**src/rtl/logic_operand_fetch_if.sv**
```systemverilog
// ---------------------------------------------------------------------------
// logic_operand_fetch_if
//
// Bundles the three channels of the logic-unit operand fetch stage:
//   - instruction handshake : instr_valid, instr_ready, instr[18:0]
//   - register file port    : rf_raddr, rf_re, rf_rdata
//   - logic unit handshake  : lu_a, lu_b, lu_opcode, lu_rd, lu_valid, lu_ready
//   - status                : illegal (one-cycle pulse)
//
// Modports:
//   master : the operand fetch block itself (drives rf_*, lu_*, instr_ready,
//            illegal; receives instr_*, rf_rdata, lu_ready)
//   slave  : the surrounding environment (issue queue, register file and
//            logic unit seen as one agent)
// ---------------------------------------------------------------------------
interface logic_operand_fetch_if #(
  parameter int DATA_W = 16,
  parameter int REG_AW = 4
);

  // Instruction channel
  logic              instr_valid;
  logic              instr_ready;
  logic [18:0]       instr;

  // Register file read port (synchronous, one cycle read latency)
  logic [REG_AW-1:0] rf_raddr;
  logic              rf_re;
  logic [DATA_W-1:0] rf_rdata;

  // Logic unit channel
  logic [DATA_W-1:0] lu_a;
  logic [DATA_W-1:0] lu_b;
  logic [2:0]        lu_opcode;
  logic [REG_AW-1:0] lu_rd;
  logic              lu_valid;
  logic              lu_ready;

  // Status
  logic              illegal;

  modport master (
    input  instr_valid,
    input  instr,
    input  rf_rdata,
    input  lu_ready,
    output instr_ready,
    output rf_raddr,
    output rf_re,
    output lu_a,
    output lu_b,
    output lu_opcode,
    output lu_rd,
    output lu_valid,
    output illegal
  );

  modport slave (
    output instr_valid,
    output instr,
    output rf_rdata,
    output lu_ready,
    input  instr_ready,
    input  rf_raddr,
    input  rf_re,
    input  lu_a,
    input  lu_b,
    input  lu_opcode,
    input  lu_rd,
    input  lu_valid,
    input  illegal
  );

endinterface

```
**src/rtl/logic_operand_fetch.sv**
```systemverilog
// ---------------------------------------------------------------------------
// logic_operand_fetch
//
// Issue stage in front of the 16-bit logic unit. Accepts one 19-bit
// instruction per handshake, decodes the logic-class major opcode, reads the
// source operands one per cycle through the single synchronous register file
// read port and presents a/b/opcode/rd to the logic unit behind valid/ready.
//
// Instruction layout: [18:15] major, [14:11] rd, [10:7] rs1, [6:3] rs2,
//                     [2:0] reserved (ignored).
// Major opcode 0100/0101/0110/0111 -> lu_opcode AND/OR/XOR/NOT (000..011);
// every other major is illegal: consumed, flagged on `illegal` for one cycle,
// no register file read, lu_* untouched.
//
// Ports:
//   clk  : clock, all state updates on the rising edge
//   rst  : synchronous active-high reset
//   bus  : logic_operand_fetch_if.master (instr_*, rf_*, lu_*, illegal)
//
// Optional feature (macro LOGIC_FETCH_R0_ZERO_EN):
//   when defined, a source operand whose register address is 0 is captured
//   as zero regardless of rf_rdata. Read strobes and timing are unchanged.
//
// Timing from the acceptance edge: lu_valid rises after 3 edges (2 for NOT);
// fetch never overlaps ISSUE, so the issue interval is 5 cycles (4 for NOT).
// The field layout of instr assumes REG_AW == 4.
// ---------------------------------------------------------------------------
module logic_operand_fetch #(
  parameter int DATA_W = 16,
  parameter int REG_AW = 4
) (
  input  logic                   clk,
  input  logic                   rst,
  logic_operand_fetch_if.master  bus
);

  // FSM encoding
  localparam logic [2:0] ST_IDLE  = 3'd0;
  localparam logic [2:0] ST_RD_A  = 3'd1;
  localparam logic [2:0] ST_RD_B  = 3'd2;
  localparam logic [2:0] ST_CAP_B = 3'd3;
  localparam logic [2:0] ST_ISSUE = 3'd4;

  localparam logic [2:0] OP_NOT = 3'b011;

  // -------------------------------------------------------------------------
  // State
  // -------------------------------------------------------------------------
  logic [2:0]        state_q,     state_d;
  logic [REG_AW-1:0] rd_q,        rd_d;
  logic [REG_AW-1:0] rs1_q,       rs1_d;
  logic [REG_AW-1:0] rs2_q,       rs2_d;
  logic [2:0]        op_q,        op_d;

  logic [REG_AW-1:0] rf_raddr_q,  rf_raddr_d;
  logic              rf_re_q,     rf_re_d;
  logic [DATA_W-1:0] lu_a_q,      lu_a_d;
  logic [DATA_W-1:0] lu_b_q,      lu_b_d;
  logic [2:0]        lu_opcode_q, lu_opcode_d;
  logic [REG_AW-1:0] lu_rd_q,     lu_rd_d;
  logic              lu_valid_q,  lu_valid_d;
  logic              illegal_q,   illegal_d;

  // -------------------------------------------------------------------------
  // Decode of the incoming instruction word
  // -------------------------------------------------------------------------
  logic [3:0]        major;
  logic [REG_AW-1:0] f_rd;
  logic [REG_AW-1:0] f_rs1;
  logic [REG_AW-1:0] f_rs2;
  logic              is_logic;
  logic [2:0]        dec_op;
  logic              instr_ready;
  logic              accept;
  logic              unused_reserved;

  assign major  = bus.instr[18:15];
  assign f_rd   = bus.instr[14:11];
  assign f_rs1  = bus.instr[10:7];
  assign f_rs2  = bus.instr[6:3];
  assign unused_reserved = ^bus.instr[2:0];

  // Logic class is exactly 01xx; the low two bits select the operation.
  assign is_logic = (major[3:2] == 2'b01);
  assign dec_op   = {1'b0, major[1:0]};

  // Held low during reset so nothing is accepted on the reset edge.
  assign instr_ready = (state_q == ST_IDLE) && !rst;
  assign accept      = bus.instr_valid && instr_ready;

  // -------------------------------------------------------------------------
  // Operand capture values. rf_rdata always belongs to the read issued one
  // cycle earlier: rs1 while in RD_B, rs2 while in CAP_B.
  // -------------------------------------------------------------------------
  logic [DATA_W-1:0] opa_cap;
  logic [DATA_W-1:0] opb_cap;

`ifdef LOGIC_FETCH_R0_ZERO_EN
  assign opa_cap = (rs1_q == '0) ? '0 : bus.rf_rdata;
  assign opb_cap = (rs2_q == '0) ? '0 : bus.rf_rdata;
`else
  assign opa_cap = bus.rf_rdata;
  assign opb_cap = bus.rf_rdata;
`endif

  // -------------------------------------------------------------------------
  // Next-state logic
  // -------------------------------------------------------------------------
  always_comb begin
    state_d     = state_q;
    rd_d        = rd_q;
    rs1_d       = rs1_q;
    rs2_d       = rs2_q;
    op_d        = op_q;
    rf_raddr_d  = rf_raddr_q;
    rf_re_d     = rf_re_q;
    lu_a_d      = lu_a_q;
    lu_b_d      = lu_b_q;
    lu_opcode_d = lu_opcode_q;
    lu_rd_d     = lu_rd_q;
    lu_valid_d  = lu_valid_q;
    illegal_d   = 1'b0;   // pulse: only ever high for one cycle

    case (state_q)
      ST_IDLE: begin
        if (accept) begin
          if (is_logic) begin
            rd_d       = f_rd;
            rs1_d      = f_rs1;
            rs2_d      = f_rs2;
            op_d       = dec_op;
            rf_raddr_d = f_rs1;
            rf_re_d    = 1'b1;
            state_d    = ST_RD_A;
          end else begin
            // Consumed but not executed; lu_* keep their previous values.
            illegal_d  = 1'b1;
          end
        end
      end

      ST_RD_A: begin
        // RF samples rs1 on this edge; queue the rs2 read unless unary.
        if (op_q == OP_NOT) begin
          rf_re_d    = 1'b0;
        end else begin
          rf_raddr_d = rs2_q;
          rf_re_d    = 1'b1;
        end
        state_d = ST_RD_B;
      end

      ST_RD_B: begin
        lu_a_d      = opa_cap;
        // lu_valid is low here, so the tag and opcode can be loaded early.
        lu_opcode_d = op_q;
        lu_rd_d     = rd_q;
        if (op_q == OP_NOT) begin
          lu_b_d     = '0;
          lu_valid_d = 1'b1;
          state_d    = ST_ISSUE;
        end else begin
          rf_re_d    = 1'b0;
          state_d    = ST_CAP_B;
        end
      end

      ST_CAP_B: begin
        lu_b_d     = opb_cap;
        lu_valid_d = 1'b1;
        state_d    = ST_ISSUE;
      end

      ST_ISSUE: begin
        // lu_valid is always high in this state; ready alone completes it.
        if (bus.lu_ready) begin
          lu_valid_d = 1'b0;
          state_d    = ST_IDLE;
        end
      end

      default: begin
        lu_valid_d = 1'b0;
        rf_re_d    = 1'b0;
        state_d    = ST_IDLE;
      end
    endcase
  end

  // -------------------------------------------------------------------------
  // Registers. Reset discards any in-flight instruction in every state.
  // -------------------------------------------------------------------------
  always_ff @(posedge clk) begin
    if (rst) begin
      state_q     <= ST_IDLE;
      rd_q        <= '0;
      rs1_q       <= '0;
      rs2_q       <= '0;
      op_q        <= '0;
      rf_raddr_q  <= '0;
      rf_re_q     <= 1'b0;
      lu_a_q      <= '0;
      lu_b_q      <= '0;
      lu_opcode_q <= '0;
      lu_rd_q     <= '0;
      lu_valid_q  <= 1'b0;
      illegal_q   <= 1'b0;
    end else begin
      state_q     <= state_d;
      rd_q        <= rd_d;
      rs1_q       <= rs1_d;
      rs2_q       <= rs2_d;
      op_q        <= op_d;
      rf_raddr_q  <= rf_raddr_d;
      rf_re_q     <= rf_re_d;
      lu_a_q      <= lu_a_d;
      lu_b_q      <= lu_b_d;
      lu_opcode_q <= lu_opcode_d;
      lu_rd_q     <= lu_rd_d;
      lu_valid_q  <= lu_valid_d;
      illegal_q   <= illegal_d;
    end
  end

  // -------------------------------------------------------------------------
  // Outputs
  // -------------------------------------------------------------------------
  assign bus.instr_ready = instr_ready;
  assign bus.rf_raddr    = rf_raddr_q;
  assign bus.rf_re       = rf_re_q;
  assign bus.lu_a        = lu_a_q;
  assign bus.lu_b        = lu_b_q;
  assign bus.lu_opcode   = lu_opcode_q;
  assign bus.lu_rd       = lu_rd_q;
  assign bus.lu_valid    = lu_valid_q;
  assign bus.illegal     = illegal_q;

endmodule

```
**src/flat_wrapper.sv**
```systemverilog
// flat-port wrapper written by rule: the top's interface ports become plain ports
module logic_operand_fetch_flat 
#(
  parameter int DATA_W = 16,
  parameter int REG_AW = 4
)
  (clk, rst, bus_instr_valid, bus_instr, bus_rf_rdata, bus_lu_ready, bus_instr_ready, bus_rf_raddr, bus_rf_re, bus_lu_a, bus_lu_b, bus_lu_opcode, bus_lu_rd, bus_lu_valid, bus_illegal);
  logic_operand_fetch_if #(.DATA_W(DATA_W), .REG_AW(REG_AW)) bus_i ();
  input  logic clk;
  input  logic rst;
  input wire logic [$bits(bus_i.instr_valid)-1:0] bus_instr_valid;
  input wire logic [$bits(bus_i.instr)-1:0] bus_instr;
  input wire logic [$bits(bus_i.rf_rdata)-1:0] bus_rf_rdata;
  input wire logic [$bits(bus_i.lu_ready)-1:0] bus_lu_ready;
  output wire logic [$bits(bus_i.instr_ready)-1:0] bus_instr_ready;
  output wire logic [$bits(bus_i.rf_raddr)-1:0] bus_rf_raddr;
  output wire logic [$bits(bus_i.rf_re)-1:0] bus_rf_re;
  output wire logic [$bits(bus_i.lu_a)-1:0] bus_lu_a;
  output wire logic [$bits(bus_i.lu_b)-1:0] bus_lu_b;
  output wire logic [$bits(bus_i.lu_opcode)-1:0] bus_lu_opcode;
  output wire logic [$bits(bus_i.lu_rd)-1:0] bus_lu_rd;
  output wire logic [$bits(bus_i.lu_valid)-1:0] bus_lu_valid;
  output wire logic [$bits(bus_i.illegal)-1:0] bus_illegal;
  assign bus_i.instr_valid = bus_instr_valid;
  assign bus_i.instr = bus_instr;
  assign bus_i.rf_rdata = bus_rf_rdata;
  assign bus_i.lu_ready = bus_lu_ready;
  assign bus_instr_ready = bus_i.instr_ready;
  assign bus_rf_raddr = bus_i.rf_raddr;
  assign bus_rf_re = bus_i.rf_re;
  assign bus_lu_a = bus_i.lu_a;
  assign bus_lu_b = bus_i.lu_b;
  assign bus_lu_opcode = bus_i.lu_opcode;
  assign bus_lu_rd = bus_i.lu_rd;
  assign bus_lu_valid = bus_i.lu_valid;
  assign bus_illegal = bus_i.illegal;
  logic_operand_fetch #(.DATA_W(DATA_W), .REG_AW(REG_AW)) u_core (.clk(clk), .rst(rst), .bus(bus_i));
endmodule
```
**config.mk**
```make
export PLATFORM = sky130hd
export DESIGN_NAME = logic_operand_fetch_flat
export DESIGN_NICKNAME = d
export VERILOG_FILES = /design/src/rtl/logic_operand_fetch_if.sv /design/src/rtl/logic_operand_fetch.sv /design/src/flat_wrapper.sv
export SDC_FILE = /design/constraint.sdc
export NUM_CORES = 1
export LEC_CHECK = 0
export CAP_MARGIN = 15
export CORE_ASPECT_RATIO = 0.7
export CORE_MARGIN = 8
export CORE_UTILIZATION = 46
export DETAILED_ROUTE_END_ITERATION = 8
export MAX_ROUTING_LAYER = met4
export PLACE_DENSITY = 0.84
export SLEW_MARGIN = 20
export SYNTH_ARGS = -nofsm -noshare
export SYNTH_HDL_FRONTEND = slang
export SYNTH_SLANG_ARGS = --single-unit
```
**constraint.sdc**
```tcl
create_clock -name clk -period 4.2 [get_ports clk]
set_input_delay 0.84 -clock clk [delete_from_list [all_inputs] [get_ports clk]]
set_output_delay 0.84 -clock clk [all_outputs]
set_load 0.005 [all_outputs]
```
======== Word-level counts from Yosys, hierarchy flattened ========
Cells that the tools add are included.
cells by class
  order comparisons ....................... 0
  reductions and logical operators ........ 15
  muxes and demuxes ....................... 20
  multipliers ............................. 0
  divide/modulo/power cells ............... 0
  equality and inequality tests ........... 12
  shift-type cells ........................ 0
  $add $sub $neg .......................... 0
  bitwise operators ....................... 4
operators with widths
  cell                                                   number
  case mux 16 bit (2 select lines)                       1
  2-to-1 mux 16 bit                                      1
  case mux 3 bit (5 select lines)                        1
  2-to-1 mux 3 bit                                       4
  2-to-1 mux 4 bit                                       3
  AND reduction 3 bit                                    3
  case mux 1 bit (4 select lines)                        2
  case mux 4 bit (2 select lines)                        1
  AND reduction 4 bit                                    2
  2-to-1 mux 1 bit                                       7
  == test 3 x 2 -> 1 bit, second input constant          2
  inequality test 2 x 1 -> 1 bit, second input constant  3
  inequality test 2 bit, second input constant           3
  NOT 1 bit                                              4
  nonzero test 2 bit                                     2
  OR reduction 2 bit                                     2
  == test 3 x 1 -> 1 bit, second input constant          1
  == test 3 bit, second input constant                   1
  logical NOT 3 bit                                      1
  OR reduction 3 bit                                     1
  == test 2 x 1 -> 1 bit, second input constant          1
  == test 2 bit, second input constant                   1
  logical AND 1 bit                                      2
  AND reduction 2 bit                                    1
  logical NOT 1 bit                                      1
storage, ports and cells
  ROM bits ................................ 0
  bits in registers ....................... 58
  bits in writable memories ............... 0
  bits in latches ......................... 0
  logic and storage cells ................. 63
  input port bits ......................... 39
  memories ................................ 0
  output and inout port bits .............. 47

======== Longest topological paths before layout ========
  depth after elaboration ................. 5
  mapped depth ............................ 7
  gate-level depth less buffers ........... 4

======== Worst setup path before layout ========
No wires, ideal clock.
  path type ............................... input -> output
  from .................................... in rst
  to ...................................... out bus_instr_ready
  required time ........................... 3.360 ns
  data arrival time ....................... 1.446 ns
  slack ................................... 1.914 ns
  buffers on the path ..................... 1
  stages .................................. 3
  cells stage by stage .................... or4_4 -> buf_6 -> inv_1
on the way
  word-level cells in the longest chain between the ends .. 2
ends and longest elaborated chain
  what               RTL line                   text
  start, declared    flat_wrapper.sv:10         input logic rst;
  logical NOT 1 bit  logic_operand_fetch.sv:88  assign instr_ready = (state_q == ST_IDLE) && !rst;
  logical AND 1 bit  logic_operand_fetch.sv:88
  end, declared      flat_wrapper.sv:15         output wire logic [$bits(bus_i.instr_ready)-1:0] bus_instr_ready;
Every way passes these cells.

======== Final worst setup path ========
Ends and elaborated chain as after synthesis.

==> results.md <==
- Status: finished clean
- CTS max path bufs: 2
- Critical path class: in2out
- DRT iter0 DRCs: between 70 and 80
- Post-CTS Hold Fix Bufs: 0
- Setup Buffers After CTS: 0
- Core Region: between 4000 and 5000 um^2
- Synthesized area: roughly 2100 um^2
- Routed via count: ~1900
- Clock Skews: 0.00435 ns
- Via density: around 5.2
- Top post-synthesis cells by area: dfxtp_1, nand2_1, a21oi_1, a22oi_1, nor2_1
- Resize count post-CTS: 0
- Final Hold Viols: 0
- Diodes inserted: 0
- Post-route ant nets: 0
- Min Tclk post-route: approximately 2.8 ns
- DRC: 0
- Commonest non-fill, non-tap cells in the layout: clkdlybuf4s50_1, dfxtp_1, nand2_1
- Setup TNS: 0 ns
- Wire length per cell: between 15 and 20 um
- Post-synth EDFFs: 0
- CP Launch Type: input pin
- Slew HR: 0.449
- Clk sinks: between 50 and 60
- Initial DRT Pass Iterations: 4
- WP data required: between 3 and 4 ns
- Layout area overhead: 45.7%
- Hold Path Origin: u_core.bus.lu_a[0]
- Chip Height: approximately 73 um
- F_max: between 300 and 400 MHz
- Worst Path Arrival: roughly 2 ns
- Gate Count Post-Synth: between 200 and 250
- Avg Synthesized Cell Area: 8.76 um^2
- Crit path capture type: output port
- RSZ-0062 raised after global routing: false
- Setup violators final: 0
- Leak pwr: about 1.1 nW
- Total GRT Usage: 0.172
- Drt total wl: 5790 um
- PortBufs: 81
- Pin count of the biggest net entering global routing: 58
- Global-route wire length before repair: roughly 9500 um
- Initial core utilization: 0.485
- # IOs: between 80 and 90
- Crit Path Max Fanout: 6
- Pwr Density: 375 nW/um^2
- Die W: 97.5 um
- YS warnings: 0
- Reg-to-reg endpoint: u_core.rd_q[0]
- Max Slew Vio Count: 0
- Peak VDD IR: 309 uV
- Hold endpoint: u_core.bus.lu_a[0]
- Clock root cell: clkbuf_8
- CTS tree: built
- Cell accounting for the most synthesized area: dfxtp_1
- Most common cell after layout, fill and taps aside: clkdlybuf4s50_1
- Reg2reg setup slack: around 2.3 ns
- Nets: 358
- Filler cells: 354
- Std cell rows: 20
- Worst Hold Class: reg2reg
- Total die area: ~7100 um^2
- Clk slew on worst S/H paths: ~0.06 ns
- Max cap viols: 0
- TritonCTS buffer count: 9
- GRT overflow: 0
- Dpl hpwl: between 4000 and 5000 um
- Main flop type after synthesis: dfxtp_1
- Fraction of registers with async set/reset: 0
- R2r worst-path depth: 4
- Clock Latency Late Sink: between 0.3 and 0.4 ns
- Ratio of cells with drive above 1 in the final layout: 0.0619
- Mapped Nets: approximately 280
- Seq/Total Area, Yosys: 0.543
- Worst-Margin Slew: roughly 0.8 ns
- Top-area cell type share of the netlist area: 0.543
- Hold Path Stages: 2
- Initial antenna violation count: 0
- H-Tree Depth: 3
- Tcrit/Tclk final: 0.678
- Yosys reg bits: between 50 and 60
- Vias in the first global route: 1879
- Count of unique library cells instantiated by Yosys: 28
- Launching point of the worst reg2reg path: u_core.state_q[2]
- RePlAce Congestion: about 0.82
- Core Util, Final: 0.707
==> registers in the layout, summed over array words and instances, names as in the netlist <==
register / count
u_core.bus.illegal: 1
u_core.bus.lu_a: 16
u_core.bus.lu_b: 16
u_core.bus.lu_opcode: 2
u_core.bus.lu_rd: 4
u_core.bus.lu_valid: 1
u_core.bus.rf_raddr: 4
u_core.bus.rf_re: 1
u_core.op_q: 2
u_core.rd_q: 4
u_core.rs2_q: 4
u_core.state_q: 3
==> routing by layer <==
metal	global-route usage	wire, um	vias to the layer above
met5	-	0	-
met4	0.0853	110	0
met3	0.0605	358	12
met2	0.257	2650	64
met1	0.203	2670	899
li1	-	-	974
==> how the worst max path moves through the flow <==
stage	start	end	slack [ns]
2_1_floorplan	rst	bus_instr_ready	1.91
3_3_place_gp	rst	bus_instr_ready	1.36
3_5_place_dp	rst	bus_instr_ready	1.35
4_1_cts	rst	bus_instr_ready	1.35
5_1_grt	u_core.state_q[2]	bus_instr_ready	1.31
6_report	rst	bus_instr_ready	1.35
==> cell families (layout without fill, tap and decap cells) <==
family,Yosys count,in the layout,share of synthesized area
buffers and inverters,22,101,0.0515
DFF,58,58,0.543
muxes,8,8,0.0375
and+or+nand+nor,95,95,0.187
other,1,1,0.00175
AOI/OAI and AO/OA,60,60,0.179
==> through the flow <==
step	instance area [um^2]	hold slack, ns	setup slack, ns	instances	power [mW]
final	3110	0.451	1.35	378	1.17
after global routing	3110	0.470	1.31	378	1.21
after CTS	3110	0.455	1.35	378	1.18
after detailed placement	2930	0.447	1.35	363	0.689
after global placement	2930	0.439	1.36	363	0.687
after floorplan	2140	0.431	1.91	244	0.627
==> area by class of cell <==
cell class | instances | area (um^2) | area share
Inverter | 3 | 11.3 | 0.00362
Clock buffer | 12 | 145 | 0.0466
Sequential cell | 58 | 1160 | 0.373
Timing Repair Buffer | 83 | 821 | 0.264
Multi-Input combinational cell | 164 | 866 | 0.278
Tap cell | 55 | 68.8 | 0.0221
Clock inverter | 3 | 40.0 | 0.0129
==> report_power, final <==
part	switching (mW)	leakage (nW)	internal [mW]	total (mW)
clock network	0.204	0.0962	0.285	0.489
logic	0.0455	0.499	0.0604	0.106
registers	0.00814	0.469	0.563	0.571
total	0.258	1.06	0.908	1.17
==> critical path, stage by stage <==
cell and delay, ns:
buf_2 0.11, or4_4 0.48, inv_1 0.08, clkdlybuf4s50_1 0.50
==> Yosys cell counts (2+ instances only) <==
master,number
clkbuf_1,13
dfxtp_1,58
a22oi_1,16
inv_1,3
o21ai_0,9
mux2i_1,8
nand3b_1,2
a311oi_1,4
nor2_1,31
nand2_1,53
a21oi_1,28
buf_6,3
Note: power is estimated with default switching activity, not from simulation.
==> patch 1, RTL diff (same flow settings) <==
The option `LOGIC_FETCH_R0_ZERO_EN` is turned on by a define.
--- a/src/rtl/logic_operand_fetch.sv
+++ b/src/rtl/logic_operand_fetch.sv
@@ -25,6 +25,8 @@
 // fetch never overlaps ISSUE, so the issue interval is 5 cycles (4 for NOT).
 // The field layout of instr assumes REG_AW == 4.
 // ---------------------------------------------------------------------------
+`define LOGIC_FETCH_R0_ZERO_EN
+
 module logic_operand_fetch #(
   parameter int DATA_W = 16,
   parameter int REG_AW = 4
Formal check against the unedited RTL: not equivalent (Yosys sat finds a counterexample within 4 cycles, from zero or initial values and one cycle with rst high).
==> patch 1 against the original RTL <==
Non-clock buffer count fell by 1; routed wire length is 27% higher; power up 15%; cell area rose by 11%; area after synthesis is 17% higher; maximum frequency shrank 6.6%; sequential cell count increased by 4; setup slack got worse by 0.20 ns.
==> patch 1: results (changes against the original RTL) <==
| Metric | Value |
|---|---|
| Final wirelength | 7360 um (+27%) |
| Syn nets | 335 (+18%) |
| Pre-CTS setup slack | 1.56 ns (+0.201 ns) |
| DR iter-0 viols | 198 (+180%) |
| Avg WL per Cell | 16.8 um (+9.8%) |
| Via/cell ratio | 5.62 (+9.1%) |
| Hold slack | 0.452 ns (+0.000832 ns) |
| DP Area | 3240 um^2 (+11%) |
| Tot GR Track Use | 18.3% (+1.1 points) |
| Worst R2R Path Depth | 3 (-1) |
| Vias in the first global route | 2247 (+20%) |
| Dpl cells | 422 (+16%) |
| Peak supply drop | 0.323 mV (+4.6%) |
| Post-synth cell types | 35 (+25%) |
| Largest cells by area after synthesis | dfxtp_1 50%, a21oi_1 12%, nand3_1 9.2% |
| Synth cell count leaders | 62 x dfxtp_1, 58 x a21oi_1, 46 x nand3_1 |
| Min cycle time layout | 3.05 ns (+0.202 ns) |
| Status | completed |
| Leak | 1.13 nW (+6.3%) |
| Sequential share of the synthesized area | 49.8% (-4.5 points) |
| Nets@finish | 400 (+12%) |
| Tightest Pin Transition | 1.01 ns (+0.182 ns) |
| Pin count of the biggest net entering global routing | 62 (+6.9%) |
| Post-Syn Instances | 296 (+21%) |
| Dpl hpwl | 4880 um (+20%) |
| R2R setup slack | 2.09 ns (-0.20 ns) |
| CP Max Fanout | 15 (+9) |
| Share of layout cells above drive strength 1 | 7.38% (+1.2 points) |
patch 1: cell type report:
class	count	area, um^2	share of cell area (%)
Multi-Input combinational cell	205	1090	31.5
Inverter	1	3.75	0.108
Timing Repair Buffer	82	813	23.5
Clock inverter	6	85.1	2.46
Tap cell	72	90.1	2.60
Sequential cell	62	1240	35.8
Clock buffer	10	138	3.97
patch 1: path summary, 6_finish.rpt:
| path | from | end |
|---|---|---|
| worst min register to register | u_core.rd_q[0] | u_core.bus.lu_rd[0] |
| worst max register to register | u_core.state_q[2] | u_core.bus.rf_raddr[3] |
| worst min-delay path | u_core.rd_q[0] | u_core.bus.lu_rd[0] |
| worst max-delay path | u_core.state_q[2] | bus_instr_ready |
patch 1: critical path, stage by stage (launching register included):
cell and delay, ns:
dfxtp_1 0.48, or3_1 0.66, nor2_1 0.20, clkdlybuf4s50_1 0.53
patch 1: routing by layer:
layer,vias up,routed length [um],global-route usage [%],share of wire [%]
li1,1185,-,-,-
met1,1146,3300,22.5,45
met2,124,3330,26.6,45
met3,8,650,7.59,8.8
met4,0,81,5.90,1.1
met5,-,0,-,0
patch 1: power breakdown:
| part | internal (mW) | switching [mW] | total, mW |
|---|---|---|---|
| Sequential | 0.602 | 0.0128 | 0.614 |
| Clock | 0.348 | 0.238 | 0.585 |
| Combinational | 0.0654 | 0.0775 | 0.143 |
| Total | 1.01 | 0.328 | 1.34 |
patch 1: kinds of logic after synthesis:
group / share of synthesized area [%]
mux: 0.402
simple gates: 21.4
flops: 49.8
other cells: 0.151
compound gates: 22.0
buf+inv: 6.28
==> patch 2, RTL diff (same flow settings) <==
Made on the original files. Make the reset (`rst`) asynchronous in one clocked block. Comments in the files are not updated.
--- a/src/rtl/logic_operand_fetch.sv
+++ b/src/rtl/logic_operand_fetch.sv
@@ -190,7 +190,7 @@
   // -------------------------------------------------------------------------
   // Registers. Reset discards any in-flight instruction in every state.
   // -------------------------------------------------------------------------
-  always_ff @(posedge clk) begin
+  always_ff @(posedge clk or posedge rst) begin
     if (rst) begin
       state_q     <= ST_IDLE;
       rd_q        <= '0;
Check against the original RTL: differs if rst is asserted again (counterexample within 4 cycles, from zero or initial values and one cycle with rst high); with rst held inactive, the same outputs for 10 cycles.
==> patch 2 against the original RTL <==
Cell area up 10%; sequential cell count unchanged; area after synthesis up 12%; setup slack better by 0.068 ns; synthesized cell count down 35%; via count down 16%; routed wire length down 4.0%; critical endpoint unchanged; highest routed layer unchanged.
Power is not compared: it rests on default switching activity, and its combinational part moved more than twofold at a synthesized area within 25%.
==> patch 2: results (changes against the original RTL) <==
| Metric | Value |
|---|---|
| R2R setup slack | 2.21 ns (-0.08 ns) |
| Global Route met3 Usage | 6.39% (+0.33 points) |
| Signal inverters | 2 (-1) |
| Avg WL per Cell | 17.3 um (+13%) |
| Share of layout cells above drive strength 1 | 26.1% (+20 points) |
| CP delay by family, top | simple AND/OR/NAND/NOR gates |
| Hold Crit Start | u_core.bus.lu_a[0] |
| Non-clock buffering overhead | 24.5% (-1.9 points) |
| Bufs w/o clock | 84 (+1.2%) |
| Global-route wire length before repair | 9190 um (-3.1%) |
| Slowest stage cell, crit path | dfrtp_1 |
| Post-Syn Instances | 159 (-35%) |
| Synth cell count leaders | 58 x dfrtp_1, 29 x mux2_2, 16 x a22o_1 |
| Pre-CTS setup slack | 1.42 ns (+0.0620 ns) |
| Met2 track demand over resource | 22.3% (-3.5 points) |
| Tot GR Track Use | 15.6% (-1.6 points) |
| Vias in the first global route | 1823 (-3.0%) |
| FF-to-FF End | u_core.bus.rf_raddr[0] |
| Worst R2R Path Depth | 3 (-1) |
| Crit path DAT | 1.94 ns (-0.07 ns) |
| Post-synth cell types | 34 (+21%) |
| Pin count of the biggest net entering global routing | 42 (-28%) |
| Status | completed |
| CP Max Fanout | 13 (+7) |
| Hold slack | 0.499 ns (+0.0479 ns) |
| Ys async rst share | 100% (+100 points) |
| Routability Congestion | 0.791 (-3.8%) |
| Final core occ | 67.2% (-3.5 points) |
| Cell Area, Synth | 2380 um^2 (+12%) |
| Syn nets | 198 (-30%) |
| Met3 wire len | 462 um (+29%) |
| Slew HR | 43.2% (-1.7 points) |
| Routed met2 length | 2450 um (-7.5%) |
| #MultiIn Comb | 89 (-46%) |
| Largest cells by area after synthesis | dfrtp_1 61%, mux2_2 14%, mux2_4 6.3% |
| Dpl cells | 304 (-16%) |
| Hold EP | u_core.bus.lu_a[0] |
| CLK BUF | 14 (+2) |
## patch 2: changes by cell type in the layout (fill, tap and decap cells not counted), sizes merged, moves of 16 or more
cell / change
a21oi: -25
dfxtp: -58
nand2: -47
mux2: +40
a22o: +16
nor2: -30
dfrtp: +58
a22oi: -16
## patch 2: logic make-up (layout without fill, tap and decap cells)
group	count (synthesis)	after routing	synth area share (%)
DFF	58	58	60.9
muxes	41	41	20.9
AOI/OAI and AO/OA	26	26	8.77
and+or+nand+nor	21	21	5.98
buffers and inverters	12	102	3.31
other	1	1	0.157
## patch 2: worst max path at each step
stage                            from                  to  cells past startpoint
floorplan                         rst  u_core.bus.illegal                      1
global placement                  rst     bus_instr_ready                      3
detailed placement                rst     bus_instr_ready                      3
CTS                 u_core.state_q[0]     bus_instr_ready                      3
global route        u_core.state_q[0]     bus_instr_ready                      3
finish              u_core.state_q[0]     bus_instr_ready                      3
